## src/rtl/split_pkg.sv

```systemverilog
// Shared definitions for the split datapath and its result collector.
package split_pkg;

  // Result width of the combinational split block.
  localparam int unsigned SPLIT_WIDTH       = 6;
  // Collector defaults.
  localparam int unsigned COLLECT_DEPTH     = 4;
  localparam int unsigned COLLECT_SUM_WIDTH = 10;

  // Accumulator action for one cycle.
  typedef enum logic [1:0] {
    ACC_HOLD  = 2'd0,  // no push, no clear
    ACC_ADD   = 2'd1,  // push: saturating add
    ACC_CLEAR = 2'd2,  // clear without push
    ACC_LOAD  = 2'd3   // clear with push: restart from the pushed word
  } acc_op_e;

endpackage

```

## src/rtl/split_sat_acc.sv

```systemverilog
// Saturating running sum of accepted words with a sticky clip flag.
module split_sat_acc
  import split_pkg::*;
#(
  parameter int unsigned WIDTH     = SPLIT_WIDTH,
  parameter int unsigned SUM_WIDTH = COLLECT_SUM_WIDTH
) (
  input  logic                 clk,
  input  logic                 rst,
  input  logic                 push_i,
  input  logic                 clear_i,
  input  logic [WIDTH-1:0]     data_i,
  output logic [SUM_WIDTH-1:0] sum_o,
  output logic                 sum_sat_o
);

  logic [SUM_WIDTH-1:0] sum_q, sum_d;
  logic                 sat_q, sat_d;
  logic [SUM_WIDTH:0]   sum_ext;
  logic                 clip;
  acc_op_e              op;

  // Decode the cycle's action and form the next sum with one guard bit.
  always_comb begin
    op      = ACC_HOLD;
    sum_d   = sum_q;
    sat_d   = sat_q;
    sum_ext = {1'b0, sum_q} + (SUM_WIDTH + 1)'(data_i);
    clip    = sum_ext[SUM_WIDTH];

    if (clear_i && push_i)  op = ACC_LOAD;
    else if (clear_i)       op = ACC_CLEAR;
    else if (push_i)        op = ACC_ADD;

    unique case (op)
      ACC_ADD: begin
        sum_d = clip ? '1 : sum_ext[SUM_WIDTH-1:0];
        sat_d = sat_q | clip;
      end
      ACC_CLEAR: begin
        sum_d = '0;
        sat_d = 1'b0;
      end
      ACC_LOAD: begin
        sum_d = SUM_WIDTH'(data_i);
        sat_d = 1'b0;
      end
      default: ;
    endcase
  end

  // Accumulator registers; reset overrides clear.
  always_ff @(posedge clk) begin
    if (rst) begin
      sum_q <= '0;
      sat_q <= 1'b0;
    end else begin
      sum_q <= sum_d;
      sat_q <= sat_d;
    end
  end

  assign sum_o     = sum_q;
  assign sum_sat_o = sat_q;

endmodule

```

## src/rtl/split_result_collector.sv

```systemverilog
// In-order FIFO behind the split block with valid/ready output and running sum.
module split_result_collector
  import split_pkg::*;
#(
  parameter int unsigned WIDTH     = SPLIT_WIDTH,
  parameter int unsigned DEPTH     = COLLECT_DEPTH,
  parameter int unsigned SUM_WIDTH = COLLECT_SUM_WIDTH
) (
  input  logic                     clk,
  input  logic                     rst,
  input  logic                     in_valid,
  input  logic [WIDTH-1:0]         in_data,
  output logic                     in_ready,
  output logic                     out_valid,
  output logic [WIDTH-1:0]         out_data,
  input  logic                     out_ready,
  input  logic                     clear,
  output logic [$clog2(DEPTH):0]   count,
  output logic [SUM_WIDTH-1:0]     sum,
  output logic                     sum_sat
);

  localparam int unsigned AW = $clog2(DEPTH);
  localparam int unsigned CW = AW + 1;
  localparam logic [CW-1:0] FULL = CW'(DEPTH);

  logic [WIDTH-1:0] mem_q [DEPTH];
  logic [AW-1:0]    wr_ptr_q, wr_ptr_d;
  logic [AW-1:0]    rd_ptr_q, rd_ptr_d;
  logic [CW-1:0]    count_q, count_d;
  logic             push, pop;

  // Handshake from registered occupancy only; pointers and count next state.
  always_comb begin
    in_ready  = (count_q != FULL);
    out_valid = (count_q != '0);
    push      = in_valid && in_ready;
    pop       = out_valid && out_ready;
    wr_ptr_d  = wr_ptr_q;
    rd_ptr_d  = rd_ptr_q;
    count_d   = count_q;

    if (push) wr_ptr_d = wr_ptr_q + AW'(1);
    if (pop)  rd_ptr_d = rd_ptr_q + AW'(1);

    unique case ({push, pop})
      2'b10:   count_d = count_q + CW'(1);
      2'b01:   count_d = count_q - CW'(1);
      default: ;
    endcase
  end

  // FIFO state and storage; reset wipes every entry so the idle head reads 0.
  always_ff @(posedge clk) begin
    if (rst) begin
      wr_ptr_q <= '0;
      rd_ptr_q <= '0;
      count_q  <= '0;
      for (int unsigned i = 0; i < DEPTH; i++) mem_q[i] <= '0;
    end else begin
      wr_ptr_q <= wr_ptr_d;
      rd_ptr_q <= rd_ptr_d;
      count_q  <= count_d;
      if (push) mem_q[wr_ptr_q] <= in_data;
    end
  end

  assign out_data = mem_q[rd_ptr_q];
  assign count    = count_q;

  split_sat_acc #(
    .WIDTH     (WIDTH),
    .SUM_WIDTH (SUM_WIDTH)
  ) u_acc (
    .clk       (clk),
    .rst       (rst),
    .push_i    (push),
    .clear_i   (clear),
    .data_i    (in_data),
    .sum_o     (sum),
    .sum_sat_o (sum_sat)
  );

endmodule

```

## config.mk

```make
export PLATFORM = sky130hd
export DESIGN_NAME = split_result_collector
export DESIGN_NICKNAME = d
export VERILOG_FILES = /design/src/rtl/split_pkg.sv /design/src/rtl/split_sat_acc.sv /design/src/rtl/split_result_collector.sv
export SDC_FILE = /design/constraint.sdc
export NUM_CORES = 1
export LEC_CHECK = 0
export CAP_MARGIN = 20
export CORE_MARGIN = 2
export CORE_UTILIZATION = 51
export CTS_CLUSTER_DIAMETER = 40
export DETAILED_ROUTE_END_ITERATION = 6
export PLACE_DENSITY = 0.76
export SYNTH_ARGS = -nofsm -noshare
export SYNTH_HDL_FRONTEND = slang
export SYNTH_SLANG_ARGS = --single-unit
```

## constraint.sdc

```tcl
create_clock -name clk -period 2.9 [get_ports clk]
set_input_delay 0.58 -clock clk [delete_from_list [all_inputs] [get_ports clk]]
set_output_delay 0.58 -clock clk [all_outputs]
set_load 0.02 [all_outputs]
```

==> results.toml <==
[outcome]
status = "finished clean"

[synth]
syn_area_per_cell_um2 = 10.9
synthesis.nets = 218
ys_seq_elements = 44
synth_ff_type = "edfxtp_1"
synth_cells = 198
seq_area_frac_synth_pct = 51.8
ys_types = 41
async_flop_share_pct = 0
yosysWarnings = 0
syn_area_um2 = 2160
synth_edf_count = 24

[timing]
final_hold_viol_count = 0
fin_crit_sh_pct = 87.1
setup_viol = 0
slew-limit-headroom_pct = 54.3
rsz0062_at_grt = "no"
finalClockSkew_ns = 0.00342
worst_slew_pin_slew_ns = 0.685
fmax_mhz = 396
fin_setup_tns_ns = 0
slew_viol_final = 0
min_period_ns = 2.53

[place]
place_congestion = 0.814
portBuffers = 32
dp_hpwl_mm = 3.17
dpl-instance-area_um2 = 2530

[drt]
drc_errors = 0
vias_per_cell = 5.47
first_pass_iters = 4
drt_iter0_drc = 116
totalWireLength_mm = 4.36
wl_per_cell_um = 15.3
ant_nets = 0
vias = 1558

[setup_path]
path_class = "reg -> out"
path_delay_family = "flip-flops"
regToRegSetupSlack_ns = 0.44
critPathBufInv = 1
cp_max_fo = 6
end_kind = "output port"
arrival_ns = 1.95
critPathSlowestCell = "dfxtp_1"
crit_required_ns = 2.32
critPathMaxStageDelay_ns = 0.56
cp_cell_sequence = "mux4_2 -> clkdlybuf4s50_1"
worstSetupStartpointType = "flip-flop"

[grt]
track_usage_pct = 19.0
antenna_found_initial = 0
grt_pass1_vias = 1537
grtUsageMet2_pct = 33.1
grt_max_degree = 16
overflow = 0
met1_usage_pct = 24.1
met3_usage_pct = 4.24
grt_pass1_wl_mm = 7.29
top_usage_layer = "met2"

[finish]
layout_common_cells = "clkdlybuf4s50_1, nor2_1, edfxtp_1"
nNetsFinal = 254
seqCellArea_um2 = 1120
area_growth_pct = 23.3
fin_area_um2 = 2670
multi_input_area_um2 = 952
n_fill_cell = 317
final_common_cell = "clkdlybuf4s50_1"
antenna_cells = 0
drive_above_1_share_pct = 11.1

[clocking]
root_buffer = "clkbuf_8"
numCtsBuffers = 5
cts_max_level = 2
clock-sinks = 44
clkTransAtPathRegs_ns = 0.08
worstSkewPairLatency_ns = 0.29
cts_resized = 0
post-cts-setup-buffer-count = 0
clock_path_buffers = 2
hold_buffers = 0
tritoncts = "done"

[floorplanning]
start_util_pct = 53.7
die_y_um = 69.1
num_rows = 23
coreArea_um2 = 4030
die_x_um = 69.1
num_io_pins = 33
die_area_um2 = 4780

[worst_hold_path]
min_path_type = "reg -> reg"

[run]
maxCapViolCount = 0

[pwr]
power.leakage_nw = 1.03
powerDensity_nw_per_um2 = 780
peakVddDrop_uv = 471
==> cell families after synthesis <==
family                     Yosys count  share of synthesized area [%]
AOI/OAI and AO/OA                   40                           11.7
xor gates and xnor gates            10                           4.05
adders and majority gates            9                           5.90
buffers and inverters               19                           4.16
DFF                                 44                           51.8
muxes                                6                           6.25
and+or+nand+nor                     70                           16.1
==> final cells by class <==
| cell class | instances | area share (%) |
|---|---|---|
| Timing Repair Buffer | 36 | 13.1 |
| Tap cell | 50 | 2.35 |
| Clock buffer | 6 | 2.72 |
| Sequential cell | 44 | 42.0 |
| Inverter | 12 | 1.78 |
| Multi-Input combinational cell | 135 | 35.7 |
| Clock inverter | 2 | 2.25 |
==> worst min-delay path, stage by stage (launching register included) <==
cell and delay (ns):
dfxtp_1 0.34, a21oi_1 0.04, nor2_1 0.07
==> Yosys cell counts, types with 3 or more instances <==
master	n	share of area, %
nor2_1	31	5.4
edfxtp_1	24	33
dfxtp_1	20	19
nand2_1	16	2.8
inv_1	11	1.9
o21ai_0	10	2.3
a21oi_1	8	1.9
ha_1	7	4.0
o21bai_1	7	2.4
xor2_1	7	2.8
mux4_2	6	6.2
a211oi_1	5	1.7
a22oi_1	4	1.4
clkbuf_1	4	0.69
and3_1	3	0.87
xnor2_1	3	1.2
==> path summary, 6_finish.rpt <==
check	from	endpoint	cells after the start
max	flip-flop	out_data[2]	2
min	u_acc.sum_sat_o	u_acc.sum_sat_o	2
max reg2reg	count[2]	count[2]	9
min reg2reg	u_acc.sum_sat_o	u_acc.sum_sat_o	2
==> report_power, final <==
| group | switching, mW | total (mW) | internal, mW | leakage (nW) |
|---|---|---|---|---|
| clock network | 0.207 | 0.551 | 0.344 | 0.0654 |
| registers | 0.0780 | 0.833 | 0.755 | 0.415 |
| logic | 0.354 | 0.695 | 0.340 | 0.545 |
| total | 0.639 | 2.08 | 1.44 | 1.03 |
==> registers in the layout (all words and copies together), names as in the netlist, named ones only <==
register and cells:
mem_q 24, u_acc.sum_sat_o 1, count 3, rd_ptr_q 2, wr_ptr_q 2, u_acc.sum_o 10
==> routing by layer <==
metal  wire (um)  vias to the layer above
met4          42                        0
met2        2260                       28
met5           0                        -
met1        1920                      748
met3         140                        6
li1            -                      776
==> through the flow <==
stage	util [%]	std cells	setup slack (ns)	power, mW	hold slack (ns)
after global placement	62.9	277	0.152	1.53	0.473
after floorplan	-	198	0.388	1.30	0.485
after CTS	66.2	285	0.328	2.10	0.487
final	66.2	285	0.373	2.08	0.485
after global routing	66.2	285	0.217	2.20	0.521
after detailed placement	62.9	277	0.0557	1.55	0.466
(Power assumes the default switching activity.)
